[src/rtl/ninjakun_irq_controller_if.sv]
// Bundle of the interrupt generator's bus signals: tick enable, video blank,
// per-channel enable/acknowledge/overrun-clear in; IRQ, overrun and timer count out.
interface ninjakun_irq_if #(
    parameter int unsigned NCH   = 2,
    parameter int unsigned CNT_W = 14
);
    logic             ce;
    logic             vblk;
    logic [NCH-1:0]   en;
    logic [NCH-1:0]   ack;
    logic [NCH-1:0]   miss_clr;
    logic [NCH-1:0]   irq;
    logic [NCH-1:0]   miss;
    logic [CNT_W-1:0] cnt;

    // Driver side: video timing, CPU acknowledge logic, control registers
    modport master (
        output ce, vblk, en, ack, miss_clr,
        input  irq, miss, cnt
    );

    // Interrupt generator side
    modport slave (
        input  ce, vblk, en, ack, miss_clr,
        output irq, miss, cnt
    );
endinterface

[src/rtl/ninjakun_irq_controller.sv]
// N-channel Z80 interrupt generator. Each channel fires either on the VBLK
// rising edge or at a fixed phase of a periodic timer that is resynchronised
// by VBLK. Requests are held until acknowledged; an event arriving while a
// request is still pending sets a sticky overrun flag.
module ninjakun_irq_controller #(
    parameter int unsigned          NCH    = 2,
    parameter int unsigned          CNT_W  = 14,
    parameter int unsigned          PERIOD = 12500,
    parameter logic [NCH-1:0]       MODE   = 2'b10,
    parameter logic [NCH*CNT_W-1:0] PHASE  = {14'd1, 14'd0}
) (
    input  logic          clk_i,
    input  logic          rst_i,
    ninjakun_irq_if.slave irq_bus
);

    // Last count before the timer wraps back to zero
    localparam logic [CNT_W-1:0] LAST = CNT_W'(PERIOD - 1);

    genvar gi;

    // Parameter sanity: caught while elaborating, never in hardware
    if (NCH < 1 || NCH > 8) begin : g_bad_nch
        $error("ninjakun_irq_controller: NCH must be 1..8");
    end
    if (PERIOD < 1 || longint'(PERIOD) > (longint'(1) << CNT_W)) begin : g_bad_period
        $error("ninjakun_irq_controller: PERIOD must be 1..2**CNT_W");
    end

    logic             hist_q, hist_d;
    logic [CNT_W-1:0] cnt_q, cnt_d;
    logic [NCH-1:0]   irq_q, irq_d;
    logic [NCH-1:0]   miss_q, miss_d;
    logic [NCH-1:0]   ev;
    logic [NCH-1:0]   ge;
    logic [NCH-1:0]   miss_set;
    logic             vbe;
    logic             wrap;

    // VBLK rising edge, judged against the level seen on the previous tick
    assign vbe  = irq_bus.ce & irq_bus.vblk & ~hist_q;
    assign wrap = (cnt_q == LAST);

    // VBLK history and timer advance only on tick; a VBLK edge resyncs the timer ahead of the wrap
    always_comb begin
        hist_d = hist_q;
        cnt_d  = cnt_q;
        if (irq_bus.ce) begin
            hist_d = irq_bus.vblk;
            if (vbe || wrap) begin
                cnt_d = '0;
            end else begin
                cnt_d = cnt_q + CNT_W'(1);
            end
        end
    end

    // Per-channel event source, chosen at elaboration; timer phases use the count before this tick's update
    for (gi = 0; gi < NCH; gi++) begin : g_ch
        if (MODE[gi]) begin : g_timer
            if (32'(PHASE[gi*CNT_W +: CNT_W]) >= PERIOD) begin : g_bad_phase
                $error("ninjakun_irq_controller: PHASE slice must be below PERIOD");
            end
            assign ev[gi] = irq_bus.ce & (cnt_q == PHASE[gi*CNT_W +: CNT_W]);
        end else begin : g_vblk
            assign ev[gi] = vbe;
        end
    end

    // A new event always (re)asserts IRQ, winning over a same-cycle ACK so it is never lost;
    // overrun is flagged only when the event lands on a request that stays pending
    assign ge       = ev & irq_bus.en;
    assign miss_set = ge & irq_q & ~irq_bus.ack;
    assign irq_d    = ge | (irq_q & ~irq_bus.ack);
    assign miss_d   = miss_set | (miss_q & ~irq_bus.miss_clr);

    // State registers; VBLK history resets high so a blank already active at release is not an edge
    always_ff @(posedge clk_i or posedge rst_i) begin
        if (rst_i) begin
            hist_q <= 1'b1;
            cnt_q  <= '0;
            irq_q  <= '0;
            miss_q <= '0;
        end else begin
            hist_q <= hist_d;
            cnt_q  <= cnt_d;
            irq_q  <= irq_d;
            miss_q <= miss_d;
        end
    end

    assign irq_bus.irq  = irq_q;
    assign irq_bus.miss = miss_q;
    assign irq_bus.cnt  = cnt_q;

endmodule

[src/flat_wrapper.sv]
// flat-port wrapper written by rule: the top's interface ports become plain ports
module ninjakun_irq_controller_flat 
#(
    parameter int unsigned          NCH    = 2,
    parameter int unsigned          CNT_W  = 14,
    parameter int unsigned          PERIOD = 12500,
    parameter logic [NCH-1:0]       MODE   = 2'b10,
    parameter logic [NCH*CNT_W-1:0] PHASE  = {14'd1, 14'd0}
)
  (clk_i, rst_i, irq_bus_ce, irq_bus_vblk, irq_bus_en, irq_bus_ack, irq_bus_miss_clr, irq_bus_irq, irq_bus_miss, irq_bus_cnt);
  ninjakun_irq_if #(.NCH(NCH), .CNT_W(CNT_W)) irq_bus_i ();
  input  logic clk_i;
  input  logic rst_i;
  input wire logic [$bits(irq_bus_i.ce)-1:0] irq_bus_ce;
  input wire logic [$bits(irq_bus_i.vblk)-1:0] irq_bus_vblk;
  input wire logic [$bits(irq_bus_i.en)-1:0] irq_bus_en;
  input wire logic [$bits(irq_bus_i.ack)-1:0] irq_bus_ack;
  input wire logic [$bits(irq_bus_i.miss_clr)-1:0] irq_bus_miss_clr;
  output wire logic [$bits(irq_bus_i.irq)-1:0] irq_bus_irq;
  output wire logic [$bits(irq_bus_i.miss)-1:0] irq_bus_miss;
  output wire logic [$bits(irq_bus_i.cnt)-1:0] irq_bus_cnt;
  assign irq_bus_i.ce = irq_bus_ce;
  assign irq_bus_i.vblk = irq_bus_vblk;
  assign irq_bus_i.en = irq_bus_en;
  assign irq_bus_i.ack = irq_bus_ack;
  assign irq_bus_i.miss_clr = irq_bus_miss_clr;
  assign irq_bus_irq = irq_bus_i.irq;
  assign irq_bus_miss = irq_bus_i.miss;
  assign irq_bus_cnt = irq_bus_i.cnt;
  ninjakun_irq_controller #(.NCH(NCH), .CNT_W(CNT_W), .PERIOD(PERIOD), .MODE(MODE), .PHASE(PHASE)) u_core (.clk_i(clk_i), .rst_i(rst_i), .irq_bus(irq_bus_i));
endmodule
[config.mk]
export PLATFORM = sky130hd
export DESIGN_NAME = ninjakun_irq_controller_flat
export DESIGN_NICKNAME = d
export VERILOG_FILES = /design/src/rtl/ninjakun_irq_controller_if.sv /design/src/rtl/ninjakun_irq_controller.sv /design/src/flat_wrapper.sv
export SDC_FILE = /design/constraint.sdc
export NUM_CORES = 1
export LEC_CHECK = 0
export ABC_CLOCK_PERIOD_IN_PS = 3700
export CAP_MARGIN = 20
export CORE_AREA = 8 8 65 79
export CTS_CLUSTER_SIZE = 16
export DETAILED_ROUTE_END_ITERATION = 10
export DIE_AREA = 0 0 73 87
export PLACE_DENSITY = 0.47
export SYNTH_ARGS = -nofsm -noshare
export SYNTH_HDL_FRONTEND = slang
export SYNTH_SLANG_ARGS = --single-unit
[constraint.sdc]
create_clock -name clk_i -period 3.7 [get_ports clk_i]
set_input_delay 0.74 -clock clk_i [delete_from_list [all_inputs] [get_ports clk_i]]
set_output_delay 0.74 -clock clk_i [all_outputs]
set_load 0.05 [all_outputs]
==> flow_summary.json <==
{
  "layout-drive-gt1-share": 0.112,
  "totalWireLength_um": 2500,
  "slew_viol_final": 0,
  "area_delta_synth_final_pct": 35.4,
  "dp_hpwl_um": 1950,
  "cts-hold-fix-buffers": 0,
  "cp_slowest_cell": "clkdlybuf4s50_1",
  "crit_type": "reg -> out",
  "irDropWorstVdd_mv": 0.200,
  "cts-resized-gates": 0,
  "grt_pass1_vias": 863,
  "synthCells": 105,
  "p_leak_nw": 0.543,
  "ys_seq_area_frac": 0.455,
  "numCtsBuffers": 3,
  "crit_buf_inv": 1,
  "start_util": 0.262,
  "r2r-start": "u_core.irq_bus.cnt[0]",
  "power_density_nw_per_um2": 427,
  "hold_violations": 0,
  "cts_sinks": 19,
  "clock_path_buffers": 2,
  "yosys_warnings": 0,
  "max_freq_mhz": 423,
  "worst_clock_skew_ns": 0.00375,
  "avgSynthCellArea_um2": 9.99,
  "cp-startpoint": "u_core.irq_bus.cnt[3]",
  "status": "completed",
  "hp-start": "u_core.irq_bus.irq[0]",
  "crit_required_ns": 2.96,
  "hold_class": "reg -> reg",
  "antenna_cells": 0,
  "yosysUniqueCellTypes": 31,
  "fin_setup_tns_ns": 0,
  "clk_pin_slew_ns": 0.07,
  "htreeDepth": 1,
  "synthSimpleGateAreaFrac": 0.331,
  "cts_tree": "built",
  "layout_min_cycle_time_ns": 2.36,
  "final_nets": 147,
  "rsz0062_at_grt": "no",
  "arrival_ns": 1.62,
  "num_rows": 26,
  "max_cap_viol_count": 0,
  "cts_setup_buffers": 0,
  "utilization": 0.355,
  "synth-compound-area-share": 0.0561,
  "synthXorXnorAreaFrac": 0.0752,
  "synthFlopType": "dfrtp_1",
  "via_per_inst": 4.51,
  "post-synth-top-area-cell": "dfrtp_1",
  "fp.dieW_um": 73,
  "yosys.area_share.adder": 0.0239,
  "insertion_delay_ns": 0.25,
  "route.detailed.drc": 0,
  "final-setup-viol-count": 0,
  "cp_slowest_stage_delay_ns": 0.87,
  "cp_top_family": "buffers and inverters",
  "synth-edff-count": 0,
  "grt_pass1_wl_um": 4220,
  "grt_max_degree": 20,
  "crit_path_cell_trace": "clkdlybuf4s50_1",
  "fill_cells": 418,
  "core-area_um2": 4000,
  "whs_path_depth": 2,
  "synth_mux_area_frac": 0.0203,
  "ant_nets": 0,
  "relSlewSlack": 0.498,
  "crit_fanout": 7,
  "cp_num_cells": 1,
  "synth.area.top_cells": "dfrtp_1 43%, xnor2_1 7.5%, nor4_2 6.0%",
  "reg2reg_depth": 5,
  "io_pins": 28,
  "die_y_um": 87,
  "syn_nets": 117,
  "vias": 857,
  "drtIter0Drc": 17,
  "start_kind": "register",
  "syn-cell-area_um2": 1050,
  "drtPass1Iterations": 4,
  "synth.top_cell.area_share": 0.430,
  "die_area_um2": 6350,
  "track_usage": 0.0862,
  "wl_per_cell_um": 13.2,
  "ys_ff_latch": 19,
  "finalPower_mw": 0.606,
  "gp_congestion": 0.769,
  "overflow": 0,
  "tightestPinTransition_ns": 0.752,
  "crit_path_end_kind": "output port",
  "synth_top_family_by_area": "simple AND/OR/NAND/NOR gates",
  "antenna_found_initial": 0,
  "port_buffers": 27,
  "root_buffer": "clkbuf_8",
  "synth-async-reset-ratio": 1.00,
  "finalCritPeriodShare": 0.639
}
report_power, final:
| group | internal, mW | switching (mW) | total [mW] |
|---|---|---|---|
| clock | 0.0748 | 0.0693 | 0.144 |
| combinational | 0.0709 | 0.123 | 0.194 |
| sequential | 0.228 | 0.0398 | 0.268 |
final timing paths:
path / end / slack, ns
worst max-delay path: irq_bus_cnt[3] / 1.34
worst min-delay path: u_core.irq_bus.irq[0] / 0.53
worst max register to register: u_core.irq_bus.cnt[12] / 1.98
worst min register to register: u_core.irq_bus.irq[0] / 0.53
max in group asynchronous: u_core.irq_bus.cnt[4] / 2.31
min in group asynchronous: u_core.irq_bus.cnt[10] / 0.91
through the flow:
stage / hold slack, ns / setup WS (ns) / instances / area [µm²]
floorplan: 0.630 / 1.94 / 105 / 1050
global placement: 0.489 / 1.27 / 186 / 1370
detailed placement: 0.511 / 1.23 / 186 / 1370
CTS: 0.530 / 1.31 / 190 / 1420
global route: 0.545 / 1.28 / 190 / 1420
finish: 0.527 / 1.34 / 190 / 1420
worst reg2reg max path, cell delays in order, from the launching register on:
cell and delay, ns:
dfrtp_1 0.48, ha_1 0.31, and2_1 0.15, and4_1 0.21
o21a_1 0.37, nor2_1 0.10
cell usage after synthesis, types with 2 or more instances:
| cell type | count |
|---|---|
| and4_1 | 2 |
| dfrtp_1 | 18 |
| ha_1 | 2 |
| inv_1 | 7 |
| nand2_1 | 7 |
| nand2b_1 | 7 |
| nand3_1 | 5 |
| nand3_2 | 2 |
| nand4_1 | 3 |
| nor2_1 | 9 |
| nor2_2 | 2 |
| nor2b_1 | 2 |
| nor3_1 | 4 |
| nor4_2 | 5 |
| o21ai_1 | 3 |
| o22ai_1 | 4 |
| xnor2_1 | 9 |
routing by layer:
layer	track usage	routed length [µm]
met5	0	0
met4	0.0547	40
met3	0.0150	70
met2	0.148	1320
met1	0.0951	1070
placed cells by master, fill, tap and decap left out, types with 3 or more instances in the layout:
cell type        instances
nor4_2                   5
clkbuf_8                 3
nor3_1                   4
nor2_1                   9
nand2b_1                 7
nand3_1                  5
xnor2_1                  9
nand2_1                  7
clkdlybuf4s50_1         27
o22ai_1                  4
inv_1                    7
dfrtp_1                 18
o21ai_1                  3
nand4_1                  3
registers in the layout, summed over array words and instances (netlist names):
register / flops
u_core.hist_q: 1
u_core.irq_bus.miss: 2
u_core.irq_bus.cnt: 14
u_core.irq_bus.irq: 2
cell families (layout without fill, tap and decap cells):
logic type	Yosys count	count (layout)
and+or+nand+nor	54	54
DFF	19	19
AOI/OAI and AO/OA	10	10
xor gates and xnor gates	9	9
buffers and inverters	9	38
adders and majority gates	2	2
muxes	2	2
area by class of cell:
type	instances	area [µm²]	area share
clock buffers	3	41.3	0.0291
multi-input cells	77	531	0.374
repair buffers	27	270	0.190
well taps	56	70.1	0.0493
clock inverters	1	5.00	0.00352
flip-flops and latches	19	477	0.336
inverters	7	26.3	0.0185
Note: power is estimated with default switching activity, not from simulation.
